**src/rtl/shift8_collector_if.sv**
```systemverilog
// Bus for the shift8_collector: serial/parallel controls in, window taps and fill status out.
// The master side drives the controls; the slave side (the collector) drives the window.
interface shift8_collector_if;
   logic       clear;
   logic       load;
   logic [7:0] din;
   logic       shift;
   logic       sin;
   logic [7:0] q;
   logic [3:0] count;
   logic       valid;

   modport master (
      output clear, load, din, shift, sin,
      input  q, count, valid
   );

   modport slave (
      input  clear, load, din, shift, sin,
      output q, count, valid
   );
endinterface

```
**src/rtl/shift8_collector.sv**
```systemverilog
// Serial-to-parallel 8-bit window feeding an 8-input AND gate.
// Tracks how many real bits are held and flags when the window is full.
module shift8_collector #(
   parameter logic [7:0] INIT = 8'h00
) (
   input  logic                 i_clk,
   input  logic                 i_reset,
   shift8_collector_if.slave    bus
);

   typedef enum logic [1:0] {
      EMPTY   = 2'd0,
      FILLING = 2'd1,
      FULL    = 2'd2
   } state_t;

   state_t      r_state;
   logic [7:0]  r_q;
   logic [3:0]  r_count;
   logic        r_valid;

   state_t      w_state_next;
   logic [7:0]  w_q_next;
   logic [3:0]  w_count_next;

   always_ff @(posedge i_clk or posedge i_reset) begin
      if (i_reset) begin
         r_state <= EMPTY;
         r_q     <= INIT;
         r_count <= 4'd0;
         r_valid <= 1'b0;
      end else begin
         r_state <= w_state_next;
         r_q     <= w_q_next;
         r_count <= w_count_next;
         r_valid <= (w_state_next == FULL);
      end
   end

   // Priority clear > load > shift; with no control active everything holds.
   always_comb begin
      w_state_next = r_state;
      w_q_next     = r_q;
      w_count_next = r_count;
      if (bus.clear) begin
         w_state_next = EMPTY;
         w_q_next     = INIT;
         w_count_next = 4'd0;
      end else if (bus.load) begin
         w_state_next = FULL;
         w_q_next     = bus.din;
         w_count_next = 4'd8;
      end else if (bus.shift) begin
         w_q_next = {r_q[6:0], bus.sin};
         case (r_state)
            EMPTY: begin
               w_state_next = FILLING;
               w_count_next = 4'd1;
            end
            FILLING: begin
               w_count_next = r_count + 4'd1;
               w_state_next = (r_count == 4'd7) ? FULL : FILLING;
            end
            FULL: begin
               // Window slides; count saturates at 8.
               w_count_next = 4'd8;
            end
            default: begin
               w_state_next = EMPTY;
               w_count_next = 4'd0;
            end
         endcase
      end
   end

   assign bus.q     = r_q;
   assign bus.count = r_count;
   assign bus.valid = r_valid;

endmodule

```
**src/flat_wrapper.sv**
```systemverilog
// flat-port wrapper written by rule: the top's interface ports become plain ports
module shift8_collector_flat 
#(
   parameter logic [7:0] INIT = 8'h00
)
  (i_clk, i_reset, bus_clear, bus_load, bus_din, bus_shift, bus_sin, bus_q, bus_count, bus_valid);
  shift8_collector_if bus_i ();
  input  logic i_clk;
  input  logic i_reset;
  input wire logic [$bits(bus_i.clear)-1:0] bus_clear;
  input wire logic [$bits(bus_i.load)-1:0] bus_load;
  input wire logic [$bits(bus_i.din)-1:0] bus_din;
  input wire logic [$bits(bus_i.shift)-1:0] bus_shift;
  input wire logic [$bits(bus_i.sin)-1:0] bus_sin;
  output wire logic [$bits(bus_i.q)-1:0] bus_q;
  output wire logic [$bits(bus_i.count)-1:0] bus_count;
  output wire logic [$bits(bus_i.valid)-1:0] bus_valid;
  assign bus_i.clear = bus_clear;
  assign bus_i.load = bus_load;
  assign bus_i.din = bus_din;
  assign bus_i.shift = bus_shift;
  assign bus_i.sin = bus_sin;
  assign bus_q = bus_i.q;
  assign bus_count = bus_i.count;
  assign bus_valid = bus_i.valid;
  shift8_collector #(.INIT(INIT)) u_core (.i_clk(i_clk), .i_reset(i_reset), .bus(bus_i));
endmodule
```
**config.mk**
```make
export PLATFORM = sky130hd
export DESIGN_NAME = shift8_collector_flat
export DESIGN_NICKNAME = d
export VERILOG_FILES = /design/src/rtl/shift8_collector_if.sv /design/src/rtl/shift8_collector.sv /design/src/flat_wrapper.sv
export SDC_FILE = /design/constraint.sdc
export NUM_CORES = 1
export LEC_CHECK = 0
export CORE_MARGIN = 2
export CORE_UTILIZATION = 57
export CTS_CLUSTER_SIZE = 25
export DETAILED_ROUTE_END_ITERATION = 6
export DONT_BUFFER_PORTS = 1
export GPL_ROUTABILITY_DRIVEN = 0
export PLACE_DENSITY = 0.72
export SLEW_MARGIN = 30
export SYNTH_ARGS = -nofsm -noshare
export SYNTH_HDL_FRONTEND = slang
export SYNTH_SLANG_ARGS = --single-unit
```
**constraint.sdc**
```tcl
create_clock -name i_clk -period 2.8 [get_ports i_clk]
set_clock_uncertainty 0.2 [all_clocks]
set_input_delay 0.28 -clock i_clk [delete_from_list [all_inputs] [get_ports i_clk]]
set_output_delay 0.28 -clock i_clk [all_outputs]
set_load 0.03 [all_outputs]
```
# After elaboration in Yosys (flattened, before gate mapping)
# Index checks and enable logic that the tools add are counted.
[totals] reg_bits=15 input_bits=14 output_inout_bits=13
[classes] add_sub_neg=1 eq_ne=4 n_mux=12 reduce_logical=2
[op_table] operator="$mux 8" n=3
[op_table] operator="$mux 4" n=3
[op_table] operator="$pmux 4 s3" n=1
[op_table] operator="$mux 2" n=4
[op_table] operator="$pmux 2 s3" n=1
[op_table] operator="$add 4x1->4 const B" n=1
[op_table] operator="$eq 2x2->1 const B" n=2
[op_table] operator="$eq 4x3->1 const B" n=1
[op_table] operator="$reduce_bool 3->1" n=1
[op_table] operator="$eq 2x1->1 const B" n=1
[op_table] operator="$logic_not 2->1" n=1

# Longest topological paths before layout
# Gate-level depths: netlist of the first run.
[depth] word_depth=7 mapped_depth=5

# Least setup slack after synthesis of the first run
# No wires, ideal clock.
[synth_timing] kind="register to register" start="register u_core.r_count[0], in the netlist u_core.bus.count[0]" end="register u_core.r_valid, in the netlist u_core.bus.valid" arrival_time_ps=1381 t_required_ps=2522 path_slack_ps=1140 path_stages_with_launch=5 n_path_buf=0 period_less_slack_ps=1660 path_cell_list="dfrtp_1 ha_1 nand2_1 or4_1 a21oi_1"
[synth_between] elab_chain_len=7
[synth_rtl] item="start, declared" line="shift8_collector.sv:19" source="logic [3:0] r_count;"
[synth_rtl] item="start signal, assigned" line="shift8_collector.sv:35" source="r_count <= w_count_next;"
[synth_rtl] item="$eq 4x3->1" line="shift8_collector.sv:62" source="w_state_next = (r_count == 4'd7) ? FULL : FILLING;"
[synth_rtl] item="$mux 2" line="shift8_collector.sv:62"
[synth_rtl] item="$pmux 2 s3" line="shift8_collector.sv:55" source="case (r_state)"
[synth_rtl] item="$mux 2" line="shift8_collector.sv:53" source="end else if (bus.shift) begin"
[synth_rtl] item="$mux 2" line="shift8_collector.sv:49" source="end else if (bus.load) begin"
[synth_rtl] item="$mux 2" line="shift8_collector.sv:45" source="if (bus.clear) begin"
[synth_rtl] item="$eq 2x2->1" line="shift8_collector.sv:36" source="r_valid <= (w_state_next == FULL);"
[synth_rtl] item="end signal, assigned" line="shift8_collector.sv:36"
[synth_rtl] item="end, declared" line="shift8_collector.sv:20" source="logic r_valid;"
# Every way passes these cells.
# A chain may end at the register's enable or synchronous reset.

# Final worst setup path of the first run
[layout_timing] start="register u_core.r_count[2], in the netlist u_core.bus.count[2]" end="register u_core.r_count[3], in the netlist u_core.bus.count[3]"
[layout_between] elab_chain_len=5
[layout_rtl] item="$add 4x1->4" line="shift8_collector.sv:61" source="w_count_next = r_count + 4'd1;"
[layout_rtl] item="$pmux 4 s3" line="shift8_collector.sv:55"
[layout_rtl] item="$mux 4" line="shift8_collector.sv:53"
[layout_rtl] item="$mux 4" line="shift8_collector.sv:49"
[layout_rtl] item="$mux 4" line="shift8_collector.sv:45"
# Every way passes these cells. The select of a mux whose other input is x is not followed.

==> impl_metrics.yaml, run 1 <==
sta:
  maxSlewViolCount: 0
  fin_crit_sh_pct: 76.08
  worst_hold_slack_ns: 0.02458
  worst_slew_pin_slew_ns: 0.6606
  rsz0062_at_grt: "false"
  setup_viol: 0
  slew_headroom_pct: 55.81
  fmax_ghz: 0.4695
  layout_setup_ws_ns: 0.6699
  final.min_clock_period_ns: 2.130
  finalHoldViolations: 0
  finalSetupTns_ns: 0
layout:
  diodes: 0
  final_nets: 106
  syn_to_final_growth_pct: 19.28
  fillers: 85
  stdcell_area_um2: 959.7
  layout-drive-gt1-share_pct: 13.33
hold_path:
  hold_class: "in -> reg"
  hold_start: "bus_shift"
floorplanning:
  ios: 27
  core_um2: 1318
  die_h_um: 41.57
  die_area_um2: 1728
  die_w_um: 41.57
  start_util_pct: 61.06
  row_count: 13
setup_path:
  worstPathCellList: "nand3_1 -> or4_1 -> a31oi_1 -> dlygate4sd3_1"
  cpPeakStageDelay_ns: 0.58
  cp_num_buf_inv: 1
  critPathKind: "reg -> reg"
  startpoint_type: "flip-flop"
  required_ns: 2.82
  critPathLaunch: "u_core.bus.count[2]$_DFFE_PP0P_"
  worstPathArrival_ns: 2.15
  cp-end-kind: "flip-flop"
  reg2reg_from: "u_core.bus.count[2]$_DFFE_PP0P_"
  worstPathMaxFanout: 5
  cpMaxStageDelayCell: "dfrtp_1"
  crit_family: "flip-flops"
cts:
  cts_buffers: 3
  h-tree-depth: 1
  cts_sinks: 15
  clk_latency_ns: 0.28
  cts.root.buffer_cell: "clkbuf_4"
  cts_tree: "built"
  cts.clk_slew.worst_paths_ns: 0.09
  cts_buffer_depth: 2
placed_design:
  place_ws_ns: 1.055
  portBuffers: 0
  postPlaceCellArea_um2: 793.3
  dpl.hpwl_um: 959.5
logic_synthesis:
  avgSynthCellArea_um2: 10.45
  ys_ff_latch: 15
  ys.flop_type: "dfrtp_1"
  async_flop_share_pct: 100.0
  yosysMostFrequentCell: "dfrtp_1"
  synth_top_cell_by_area: "dfrtp_1"
  synth_area_um2: 804.5
  ys_warn_count: 0
  synth_top_area_share_pct: 46.66
  netlist_instances: 77
  synth_edf_count: 0
  synthTopCellsByArea: "dfrtp_1 47%, mux2i_1 11%, mux2_2 11%, nor2_1 4.2%, a21oi_1 2.5%"
  yosys.cell_types.count: 26
  ys_seq_area_share_pct: 46.66
  synth_commonest_cells: "15 x dfrtp_1, 9 x mux2i_1, 9 x nor2_1, 8 x mux2_2"
  synth_nets: 92
routing:
  viasPerCell: 5.952
  detail-route-antenna-nets: 0
  first_pass_iters: 3
  drt_first_iter_violations: 19
  num_vias: 625
  drc: 0
  routed_wirelength_um: 1649
  wl_per_cell_um: 15.70
global_route:
  busiest_layer: "met2"
  grt-ovfl-total: 0
  grt_pass1_vias: 617
  use_met2_pct: 32.81
  use_met3_pct: 4.348
  antenna_found_initial: 0
  grt_pass1_wl_um: 2911
  grt.met1_usage_pct: 28.93
  grt_max_degree: 18
  track_usage_pct: 21.26
flow_run:
  cap_viol_max_count: 0
status:
  outcome: "complete, no violations"
power:
  power.density_nw_per_um2: 466.4
  ir_worst_vdd_v: 0.0002779
  leakage_nw: 0.4364
[final timing paths]
kind                                                    to  slack, ns  depth (start not counted)
hold / removal                 u_core.r_state[0]$_DFF_PP0_       0.02                          2
setup / recovery           u_core.bus.count[3]$_DFFE_PP0P_       0.67                          4
min in group asynchronous  u_core.bus.count[0]$_DFFE_PP0P_       0.30                          2
max in group asynchronous      u_core.bus.q[4]$_DFFE_PP0P_       1.72                          2
setup reg to reg           u_core.bus.count[3]$_DFFE_PP0P_       0.67                          4
hold reg to reg                u_core.r_state[0]$_DFF_PP0_       0.50                          3
[power by group]
group	internal, mW	switching [mW]	total, mW
Clock	0.0552	0.0691	0.124
Combinational	0.0368	0.0263	0.0631
Sequential	0.228	0.0326	0.260
Total	0.320	0.128	0.448
[timing repair]
item                                   in CTS  in global routing
endpoints found under the hold margin      30                  0
hold buffers                               14                  0
setup buffers                               0                  0
resized for setup                           0                  0
[through the flow]
stage	total power [mW]	util (%)	instances
after floorplan	0.3063	-	77
after detailed placement	0.3027	60.21	87
final	0.4475	72.84	105
after global placement	0.3019	60.21	87
after CTS	0.4456	72.84	105
after global routing	0.4679	72.84	105
[routing by layer]
metal / part of all wire, % / wire length [um] / vias up
met2: 48 / 797 / 18
li1: - / - / 306
met4: 1.9 / 31 / 0
met1: 46 / 751 / 295
met5: 0 / 0 / -
met3: 4.2 / 69 / 6
[layout make-up]
type                    instances  area [um^2]  area share [%]
flip-flops and latches         15        375.4           39.11
multi-input cells              55        391.6           40.81
inverters                       2        7.507          0.7823
repair buffers                 14        140.1           14.60
well taps                      15        18.77           1.956
clock buffers                   4        26.28           2.738
[cells by family after synthesis]
kind of cell             Yosys count  share of synthesized area (%)
flip-flops                        15                          46.66
buffers and inverters              7                          4.664
multiplexers                      17                          22.40
AND/OR/NAND/NOR                   27                          17.26
AO/OA/AOI/OAI                     10                          7.465
adder cells (fa/ha/maj)            1                          1.555
[state kept, by name, summed over array words and instances (netlist names)]
name and count:
u_core.bus.q 8, u_core.r_state 2, u_core.bus.count 4, u_core.bus.valid 1
[cells in the final DEF, fill, tap and decap left out, types with 2 or more instances in the layout]
master,count
o21ai_0,2
mux2i_1,9
nor2_1,9
nor2b_1,2
clkbuf_4,3
dfrtp_1,15
nor3_1,3
or4_1,2
a211oi_1,2
mux2_2,8
dlygate4sd3_1,14
a21oi_1,4
nand2_1,4
(Power assumes the default switching activity.)
==> inputs of run 2 (changes only) <==
Settings changed: CORE_UTILIZATION 57 to 53, PLACE_DENSITY 0.72 to 0.71.
Clock period 2.8 ns to 1.85 ns, I/O delays scaled along.
==> impl_metrics.yaml, run 2 (same netlist as run 1, synthesis figures left out) <==
power:
  comb_power_share_pct: 15.4
  power.density_nw_per_um2: 700.5
  leakage_nw: 0.4603
  ir_worst_vdd_v: 0.0004419
  switching_share_pct: 29.78
  p_int_uw: 479.4
  p_clk_share_pct: 27.9
  pwr-share-seq_pct: 56.8
  switching_power_uw: 203.4
layout:
  fillers: 116
  diodes: 0
  stdcell_area_um2: 974.7
  finalNonFillerCells: 108
  multi_input_area_um2: 391.6
  regArea_um2: 375.4
  final_nets: 108
  largest_reg_flops: 8
  final_cell_mix: "15 x dfrtp_1, 11 x dlygate4sd3_1, 9 x mux2i_1, 9 x nor2_1, 8 x mux2_2"
  syn_to_final_growth_pct: 21.15
  final_common_cell: "dfrtp_1"
  layout-drive-gt1-share_pct: 18.48
cts:
  cts_buffer_depth: 2
  cts_setup_buffers: 0
  h-tree-depth: 1
  cts.root.buffer_cell: "clkbuf_4"
  cts.clk_slew.worst_paths_ns: 0.10
  cts_buffers: 3
  clk_latency_ns: 0.28
  cts_tree: "built"
  cts_sinks: 15
sta:
  fmax_ghz: 0.6295
  slew_headroom_pct: 51.63
  worst_slew_pin_slew_ns: 0.7232
  maxSlewViolCount: 0
  rsz0062_at_grt: "false"
  finalHoldViolations: 1
  fin_crit_sh_pct: 85.87
  setup_viol: 0
  final.min_clock_period_ns: 1.589
  worst_hold_slack_ns: -0.002119
  finalSetupTns_ns: 0
global_route:
  antenna_found_initial: 0
  track_usage_pct: 20.73
  grt-ovfl-total: 0
  grt_pass1_wl_um: 2856
  grt_max_degree: 16
  grt_pass1_vias: 647
floorplanning:
  ios: 27
  row_count: 14
  die_h_um: 42.96
  start_util_pct: 54.68
  core_um2: 1471
  die_w_um: 42.96
  die_area_um2: 1846
routing:
  routed_wirelength_um: 1665
  first_pass_iters: 4
  drc: 0
  num_vias: 630
  drt_first_iter_violations: 8
  detail-route-antenna-nets: 0
  viasPerCell: 5.833
  wl_per_cell_um: 15.42
setup_path:
  cp_num_buf_inv: 0
  startpoint_type: "flip-flop"
  critPathKind: "reg -> reg"
  critical_path_depth: 3
  endpoint: "u_core.bus.count[3]$_DFFE_PP0P_"
  r2r-end: "u_core.bus.count[3]$_DFFE_PP0P_"
  cp-end-kind: "flip-flop"
  worstPathMaxFanout: 8
  cpMaxStageDelayCell: "or4_1"
  reg2reg_from: "u_core.r_state[1]$_DFF_PP0_"
  crit_family: "simple AND/OR/NAND/NOR gates"
  required_ns: 1.85
  ff2ff_path_depth: 3
  cpPeakStageDelay_ns: 0.48
  worstPathArrival_ns: 1.59
  critPathLaunch: "u_core.r_state[1]$_DFF_PP0_"
  worstPathCellList: "nand2b_1 -> or4_1 -> a31oi_1"
  reg2reg_slack_ns: 0.26
placed_design:
  portBuffers: 0
  postPlaceCellArea_um2: 824.5
  dpl.hpwl_um: 1048
  placedCellCount: 92
status:
  outcome: "finished with violations"
  violations: "negative hold slack"
hold_path:
  hold_class: "in -> reg"
flow_run:
  cap_viol_max_count: 0
run 2: cell count changes in the layout (fill, tap and decap cells not counted), sizes merged:
cell,delta
buf,+4
clkbuf,-1
clkinv,+1
dlygate4sd3,-3
dlymetal6s4s,+1
run 2: power by group through the flow:
stage          Combinational [mW]  Sequential (mW)  Clock, mW
6_report                    0.105            0.388      0.190
5_1_grt                     0.115            0.391      0.206
4_1_cts                     0.105            0.387      0.195
3_5_place_dp               0.0702            0.393          0
3_3_place_gp               0.0677            0.393          0
2_1_floorplan              0.0690            0.395          0
run 2: worst min-delay path by stage:
| stage | endpoint | slack (ns) | startpoint | cells after the start |
|---|---|---|---|---|
| finish | u_core.bus.q[0]$_DFFE_PP0P_ | -0.002 | bus_sin | 3 |
| global route | u_core.bus.q[4]$_DFFE_PP0P_ | 0.01 | bus_shift | 3 |
| CTS | u_core.bus.q[1]$_DFFE_PP0P_ | 0.00005 | bus_shift | 3 |
| detailed placement | u_core.bus.q[1]$_DFFE_PP0P_ | -0.04 | i_reset | 1 |
| global placement | u_core.bus.q[0]$_DFFE_PP0P_ | -0.04 | i_reset | 1 |
| floorplan | u_core.bus.count[0]$_DFFE_PP0P_ | -0.11 | i_reset | 1 |
run 2: through the flow:
step	worst slack [ns]	utilization (%)	hold WS [ns]	power, mW
floorplan	0.1904	-	-0.1135	0.4636
global placement	0.3217	56.04	-0.04020	0.4609
detailed placement	0.3191	56.04	-0.03685	0.4636
CTS	0.04416	66.07	0.00005349	0.6867
global route	0.2113	66.24	0.01375	0.7117
finish	0.2613	66.24	-0.002119	0.6827
run 2: per-layer routing:
metal	wire length, um	part of all wire (%)	track usage [%]
met1	709	43	25.35
met5	0	0	0
met4	12	0.72	9.091
met2	864	52	35.45
met3	78	4.7	3.830
run 2: area by class of cell:
cell class                      count  share of cell area (%)
Timing Repair Buffer               16                   15.66
Multi-Input combinational cell     55                   40.18
Clock buffer                        3                   2.311
Tap cell                           16                   2.054
Clock inverter                      1                  0.5135
Inverter                            2                  0.7702
Sequential cell                    15                   38.51
run 2: what timing repair did:
action / CTS / global route
setup endpoints to repair: 0 / 2
gates resized for setup: 0 / 1
hold buffers: 12 / 0
hold endpoints to repair: 30 / 0
run 2: worst reg2reg max path, delay by kind of cell, from the launching register on:
kind             cells  cell delay, ns
AO/OA/AOI/OAI        1            0.17
flip-flops           1            0.46
AND/OR/NAND/NOR      2            0.68
